$ cat config.mk
export PLATFORM = sky130hd
export DESIGN_NAME = fifo_uram_ctrl
export DESIGN_NICKNAME = d
export VERILOG_FILES = /design/src/rtl/fifo_uram_pkg.sv /design/src/rtl/fifo_uram_ctrl_obuf.sv /design/src/rtl/fifo_uram_ctrl.sv
export SDC_FILE = /design/constraint.sdc
export NUM_CORES = 1
export LEC_CHECK = 0
export ABC_AREA = 1
export ABC_CLOCK_PERIOD_IN_PS = 4890
export CORE_ASPECT_RATIO = 1.5
export CORE_UTILIZATION = 35
export CTS_CLUSTER_SIZE = 14
export DETAILED_ROUTE_END_ITERATION = 8
export SYNTH_ARGS = -nofsm -noshare
export SYNTH_HDL_FRONTEND = slang
export SYNTH_SLANG_ARGS = --single-unit
$ cat constraint.sdc
create_clock -name clk -period 4.89 [get_ports clk]
set_input_delay 0.489 -clock clk [delete_from_list [all_inputs] [get_ports clk]]
set_output_delay 0.489 -clock clk [all_outputs]
set_load 0.01 [all_outputs]
$ cat src/rtl/fifo_uram_pkg.sv
// Shared sizing helpers for the URAM-backed show-ahead FIFO controller.
// Holds the capacity derivation, occupancy width and the pointer wrap-increment.
package fifo_uram_pkg;

    // RAM depth plus the two output-buffer slots.
    function automatic int cap_of(input int address_range);
        return address_range + 2;
    endfunction

    // Wide enough to hold CAP for any ADDRESS_RANGE <= 2**ADDRESS_WIDTH.
    function automatic int occ_width(input int address_width);
        return address_width + 2;
    endfunction

    // Depth need not be a power of two, so the wrap is explicit.
    function automatic int unsigned ptr_inc(input int unsigned ptr, input int unsigned range);
        return (ptr == range - 1) ? 0 : ptr + 1;
    endfunction

endpackage

$ cat src/rtl/fifo_uram_ctrl_obuf.sv
// Two-entry output buffer that hides the one-cycle RAM read latency.
// The head register drives the show-ahead data output directly.
module fifo_uram_ctrl_obuf #(
    parameter int DATA_WIDTH = 32
) (
    input  logic                  clk,
    input  logic                  srst,
    input  logic                  i_cap_valid,
    input  logic [DATA_WIDTH-1:0] i_cap_data,
    input  logic                  i_pop,
    output logic [DATA_WIDTH-1:0] o_head,
    output logic [1:0]            o_cnt
);

    logic [DATA_WIDTH-1:0] r_head;
    logic [DATA_WIDTH-1:0] r_tail;
    logic [1:0]            r_cnt;

    always_ff @(posedge clk) begin
        if (srst) begin
            r_head <= '0;
            r_tail <= '0;
            r_cnt  <= 2'd0;
        end else if (i_cap_valid && i_pop) begin
            // Count unchanged; the new word goes behind whatever remains.
            if (r_cnt == 2'd2) begin
                r_head <= r_tail;
                r_tail <= i_cap_data;
            end else begin
                r_head <= i_cap_data;
            end
        end else if (i_cap_valid) begin
            if (r_cnt == 2'd0) begin
                r_head <= i_cap_data;
            end else begin
                r_tail <= i_cap_data;
            end
            r_cnt <= r_cnt + 2'd1;
        end else if (i_pop) begin
            if (r_cnt == 2'd2) begin
                r_head <= r_tail;
            end
            r_cnt <= r_cnt - 2'd1;
        end
    end

    assign o_head = r_head;
    assign o_cnt  = r_cnt;

endmodule

$ cat src/rtl/fifo_uram_ctrl.sv
// Show-ahead FIFO controller sequencing an external simple dual-port URAM.
// Optional occupancy port if_level is enabled by defining FIFO_URAM_CTRL_LEVEL_EN.
module fifo_uram_ctrl
    import fifo_uram_pkg::*;
#(
    parameter int DATA_WIDTH    = 32,
    parameter int ADDRESS_WIDTH = 6,
    parameter int ADDRESS_RANGE = 64
) (
    input  logic                     clk,
    input  logic                     reset,
    input  logic [DATA_WIDTH-1:0]    if_din,
    input  logic                     if_write,
    output logic                     if_full_n,
    output logic [DATA_WIDTH-1:0]    if_dout,
    input  logic                     if_read,
    output logic                     if_empty_n,
    output logic [ADDRESS_WIDTH-1:0] mem_address0,
    output logic                     mem_ce0,
    output logic                     mem_we0,
    output logic [DATA_WIDTH-1:0]    mem_d0,
    output logic [ADDRESS_WIDTH-1:0] mem_address1,
    output logic                     mem_ce1,
    input  logic [DATA_WIDTH-1:0]    mem_q1
`ifdef FIFO_URAM_CTRL_LEVEL_EN
   ,output logic [ADDRESS_WIDTH+1:0] if_level
`endif
);

    localparam int              OCC_W = occ_width(ADDRESS_WIDTH);
    localparam logic [OCC_W-1:0] CAP  = OCC_W'(cap_of(ADDRESS_RANGE));
    localparam int unsigned     RANGE = ADDRESS_RANGE;

    logic [ADDRESS_WIDTH-1:0] r_wr_ptr;
    logic [ADDRESS_WIDTH-1:0] r_rd_ptr;
    logic [OCC_W-1:0]         r_ram_cnt;
    logic                     r_inflight;
    logic                     r_full_n;
    logic                     r_empty_n;

    logic                     w_push;
    logic                     w_pop;
    logic                     w_issue;
    logic [1:0]               w_ob_cnt;
    logic [2:0]               w_ob_pending;
    logic [1:0]               w_ob_cnt_next;
    logic [OCC_W-1:0]         w_ram_cnt_next;
    logic [OCC_W-1:0]         w_occ_next;

    assign w_push = if_write && r_full_n;
    assign w_pop  = if_read && r_empty_n;

    // Prefetch whenever the buffer plus the read in flight, net of this pop, has room.
    assign w_ob_pending = {1'b0, w_ob_cnt} + {2'b00, r_inflight};
    assign w_issue      = (r_ram_cnt != '0) && (w_ob_pending < (3'd2 + {2'b00, w_pop}));

    assign w_ob_cnt_next  = w_ob_cnt + {1'b0, r_inflight} - {1'b0, w_pop};
    assign w_ram_cnt_next = r_ram_cnt + OCC_W'(w_push) - OCC_W'(w_issue);
    assign w_occ_next     = w_ram_cnt_next + OCC_W'(w_issue) + OCC_W'(w_ob_cnt_next);

    fifo_uram_ctrl_obuf #(
        .DATA_WIDTH (DATA_WIDTH)
    ) u_obuf (
        .clk         (clk),
        .srst        (reset),
        .i_cap_valid (r_inflight),
        .i_cap_data  (mem_q1),
        .i_pop       (w_pop),
        .o_head      (if_dout),
        .o_cnt       (w_ob_cnt)
    );

    always_ff @(posedge clk) begin
        if (reset) begin
            r_wr_ptr   <= '0;
            r_rd_ptr   <= '0;
            r_ram_cnt  <= '0;
            r_inflight <= 1'b0;
            r_full_n   <= 1'b1;
            r_empty_n  <= 1'b0;
        end else begin
            if (w_push) begin
                r_wr_ptr <= ADDRESS_WIDTH'(ptr_inc(32'(r_wr_ptr), RANGE));
            end
            if (w_issue) begin
                r_rd_ptr <= ADDRESS_WIDTH'(ptr_inc(32'(r_rd_ptr), RANGE));
            end
            r_ram_cnt  <= w_ram_cnt_next;
            r_inflight <= w_issue;
            r_full_n   <= (w_occ_next != CAP);
            r_empty_n  <= (w_ob_cnt_next != 2'd0);
        end
    end

`ifdef FIFO_URAM_CTRL_LEVEL_EN
    logic [OCC_W-1:0] r_level;

    always_ff @(posedge clk) begin
        if (reset) begin
            r_level <= '0;
        end else begin
            r_level <= w_occ_next;
        end
    end

    assign if_level = r_level;
`endif

    assign if_full_n    = r_full_n;
    assign if_empty_n   = r_empty_n;
    assign mem_address0 = r_wr_ptr;
    assign mem_ce0      = w_push && !reset;
    assign mem_we0      = w_push && !reset;
    assign mem_d0       = if_din;
    assign mem_address1 = r_rd_ptr;
    assign mem_ce1      = w_issue && !reset;

endmodule

==> run_results.csv <==
group,metric,value,unit
clocking,post-cts-setup-buffers,0,
placement,numPortBuffers,84,
pwr,leakage,2.325,nW
floorplan,core_area,12570,um2
placement,gpl.final_weighted_congestion,0.8181,
floorplan,io-pin-count,149,
synthesis,ys.flop_type,"dfxtp_1",
synthesis,yosysUniqueCellTypes,36,
pwr,p_sw,1.633,mW
timing,worstMarginPinSlew,1.150,ns
flow_run,drv_cap,0,
clocking,clk_pin_slew,0.06,ns
grt,grt_pass1_wl,16.62,mm
worst_setup_path,cp.arrival,3.86,ns
routing,drc_errors,0,
worst_setup_path,crit_type,"reg -> reg",
placement,placed_cell_area,5186,um2
grt,grt_usage,0.1549,
clocking,clkLatencyLatePin,0.34,ns
timing,finalHoldViolations,0,
synthesis,syn_area,4552,um2
grt,grt_start_max_net_pins,65,
worst_setup_path,path_max_fanout,10,
timing,skew,0.005703,ns
clocking,cts_hold_buffers,0,
routing,dr.pass1.iters,4,
routing,vias,3892,
timing,fin_tns_setup,0,ns
routing,wl_met2,4.938,mm
grt,overflow,0,
worst_setup_path,start_kind,"flop",
clocking,cts_made_buffers,9,
synthesis,synthArstFlopShare,0,
routing,vias_per_cell,4.865,
timing,rsz0062_at_grt,"no",
timing,setup_viol,0,
routing,wire_per_inst,12.40,um
pwr,power.density,697.0,nW/um2
pwr,comb_power_share,0.516,
grt,grt_pass1_vias,3743,
timing,relSlewSlack,0.2326,
worst_setup_path,crit_start,"r_inflight",
pwr,clkPwrFrac,0.196,
timing,finalCriticalPeriod,3.636,ns
timing,post-route-period-util,0.7436,
worst_setup_path,required,5.11,ns
synthesis,synth_top_area_cell,"dfxtp_1",
routing,top_layer,"met4",
grt,antenna_found_initial,0,
synthesis,synth.avg_cell_area,7.549,um2
synthesis,yosysSeqAreaShare,0.3914,
routing,antenna_left,0,
clocking,clockBufferDepth,2,
routing,wl_met1,4.362,mm
cells_and_area,fillers,1238,
pwr,internal_power,2.211,mW
placement,dp_hpwl,6.857,mm
floorplan,die_height,141.7,um
worst_setup_path,reg2reg_from,"r_inflight",
floorplan,row_count,50,
cells_and_area,syn_to_final_growth,21.17,%
cells_and_area,drive_above_1_share,0.08851,
synthesis,synth_fp_nets,693,
clocking,cts_tree,"done",
cells_and_area,stdcell_area,5515,um2
status,outcome,"completed",
worst_setup_path,worst_setup_path_end_kind,"flop",
floorplan,die_w,95.12,um
timing,slew_viol_final,0,
synthesis,syn_inst,603,
synthesis,yosysWarnings,0,
routing,wl_met3,421,um
cells_and_area,multi_input_area,2066,um2
synthesis,yosysTopAreaCellShare,0.3914,
timing,clock.fmax,0.2750,GHz
clocking,h-tree-depth,3,
routing,drt_iter0_drc,148,
cells_and_area,antenna_cells,0,
clocking,cts.sinks,89,
synthesis,synth-edff-count,0,
pwr,seq_power_share,0.287,
synthesis,synth-seq-cells,89,
min_path,hold_start,"u_obuf.o_head[27]",
pwr,ir_drop,302.4,uV
floorplan,die-area,13470,um2
floorplan,start_util,0.3620,
cells_and_area,ff_latch_area,1782,um2
pwr,switching_share,0.4249,
routing,wl,9.920,mm
clocking,cts_resized,0,
clocking,cts_root_buf,"clkbuf_16",
synthesis,yosys-top-cells-area,"dfxtp_1 (39%), a21oi_1 (8.8%), nand2_1 (7.3%)",
cells_and_area,final_nets,729,
min_path,worstHoldPathType,"reg -> reg",
sequential cells by signal (all words and copies together), names as in the netlist:
name,flops
u_obuf.o_head,32
u_obuf.r_tail,32
r_ram_cnt,8
mem_address0,6
mem_address1,6
u_obuf.o_cnt,2
if_empty_n,1
if_full_n,1
r_inflight,1
cell families (layout without fill, tap and decap cells):
kind of cell,Yosys count,count (layout),share of synthesized area
AOI/OAI and AO/OA,184,184,0.2290
xor gates and xnor gates,5,5,0.009622
adders and majority gates,22,22,0.06377
buffers and inverters,139,180,0.1548
DFF,89,89,0.3914
and+or+nand+nor,164,164,0.1515
worst max-delay path, stage by stage, from the launching register on:
cell	delay, ns
dfxtp_1	0.38
ha_1	0.23
ha_1	0.26
nand2_1	0.12
nand3_2	0.21
nor2_1	0.23
inv_1	0.11
nand2_1	0.08
ha_1	0.19
inv_1	0.07
fa_1	0.50
inv_1	0.07
fa_1	0.54
nand4_1	0.11
a21oi_1	0.16
nand3_1	0.09
nor2_1	0.11
nand3_1	0.07
cell usage in the layout (no fill, tap or decap), types with 2 or more instances in the layout:
master / count
nand2_1: 89
dfxtp_1: 89
clkdlybuf4s50_1: 83
a21oi_1: 80
inv_1: 75
o21ai_0: 40
nor2_1: 38
o21ai_1: 30
a21oi_2: 28
nand3_1: 21
ha_1: 20
clkbuf_16: 9
nand4_1: 3
xnor2_1: 3
inv_2: 3
nor3_1: 3
xor2_1: 2
nor2_2: 2
fa_1: 2
bufinv_16: 2
buf_4: 2
final timing paths:
path	slack (ns)	to	depth (start not counted)
worst min register to register	0.46	u_obuf.o_head[27]	2
worst min-delay path	0.46	u_obuf.o_head[27]	2
worst max-delay path	1.25	if_full_n	17
worst max register to register	1.25	if_full_n	17
per-stage QoR:
step           std cells  utilization  power (mW)  setup slack, ns  hold WS [ns]
3_3_place_gp         784       0.4124       3.059            1.182        0.4574
4_1_cts              800       0.4386       3.886            1.227        0.4673
5_1_grt              800       0.4386       4.202           0.8848        0.4872
3_5_place_dp         784       0.4124       3.113            1.113        0.4573
6_report             800       0.4386       3.844            1.254        0.4632
2_1_floorplan        603            -       2.635            1.636        0.4875
power by group through the flow:
| stage | clock [mW] | sequential, mW | combinational [mW] |
|---|---|---|---|
| after global routing | 0.806 | 1.14 | 2.26 |
| final | 0.754 | 1.10 | 1.99 |
| after floorplan | 0 | 1.14 | 1.50 |
| after global placement | 0 | 1.11 | 1.95 |
| after detailed placement | 0 | 1.12 | 1.99 |
| after CTS | 0.772 | 1.11 | 2.01 |
area by class of cell:
class                           instances  share of cell area
Clock buffer                           10             0.04333
Clock inverter                          6             0.01633
Tap cell                              156             0.03539
Inverter                               78             0.05309
Timing Repair Buffer                   86              0.1543
Multi-Input combinational cell        375              0.3745
Sequential cell                        89              0.3230
synth_stat cells (2+ instances only):
master     n
o21ai_0   40
nand4_1    3
inv_2      3
a21oi_1   80
nand2_1   89
dfxtp_1   89
nor2_2     2
buf_4     33
clkbuf_1   8
buf_1      3
o21ai_1   30
ha_1      20
buf_6      6
nand3_1   21
nor3_1     3
inv_1     75
xnor2_1    3
fa_1       2
nor2_1    38
xor2_1     2
a21oi_2   28
buf_2     11
layer usage:
| layer | track usage | vias to the layer above |
|---|---|---|
| li1 | - | 1998 |
| met1 | 0.1781 | 1790 |
| met2 | 0.2695 | 83 |
| met3 | 0.03591 | 21 |
| met4 | 0.06380 | 0 |
| met5 | 0 | - |
(Power assumes the default switching activity.)
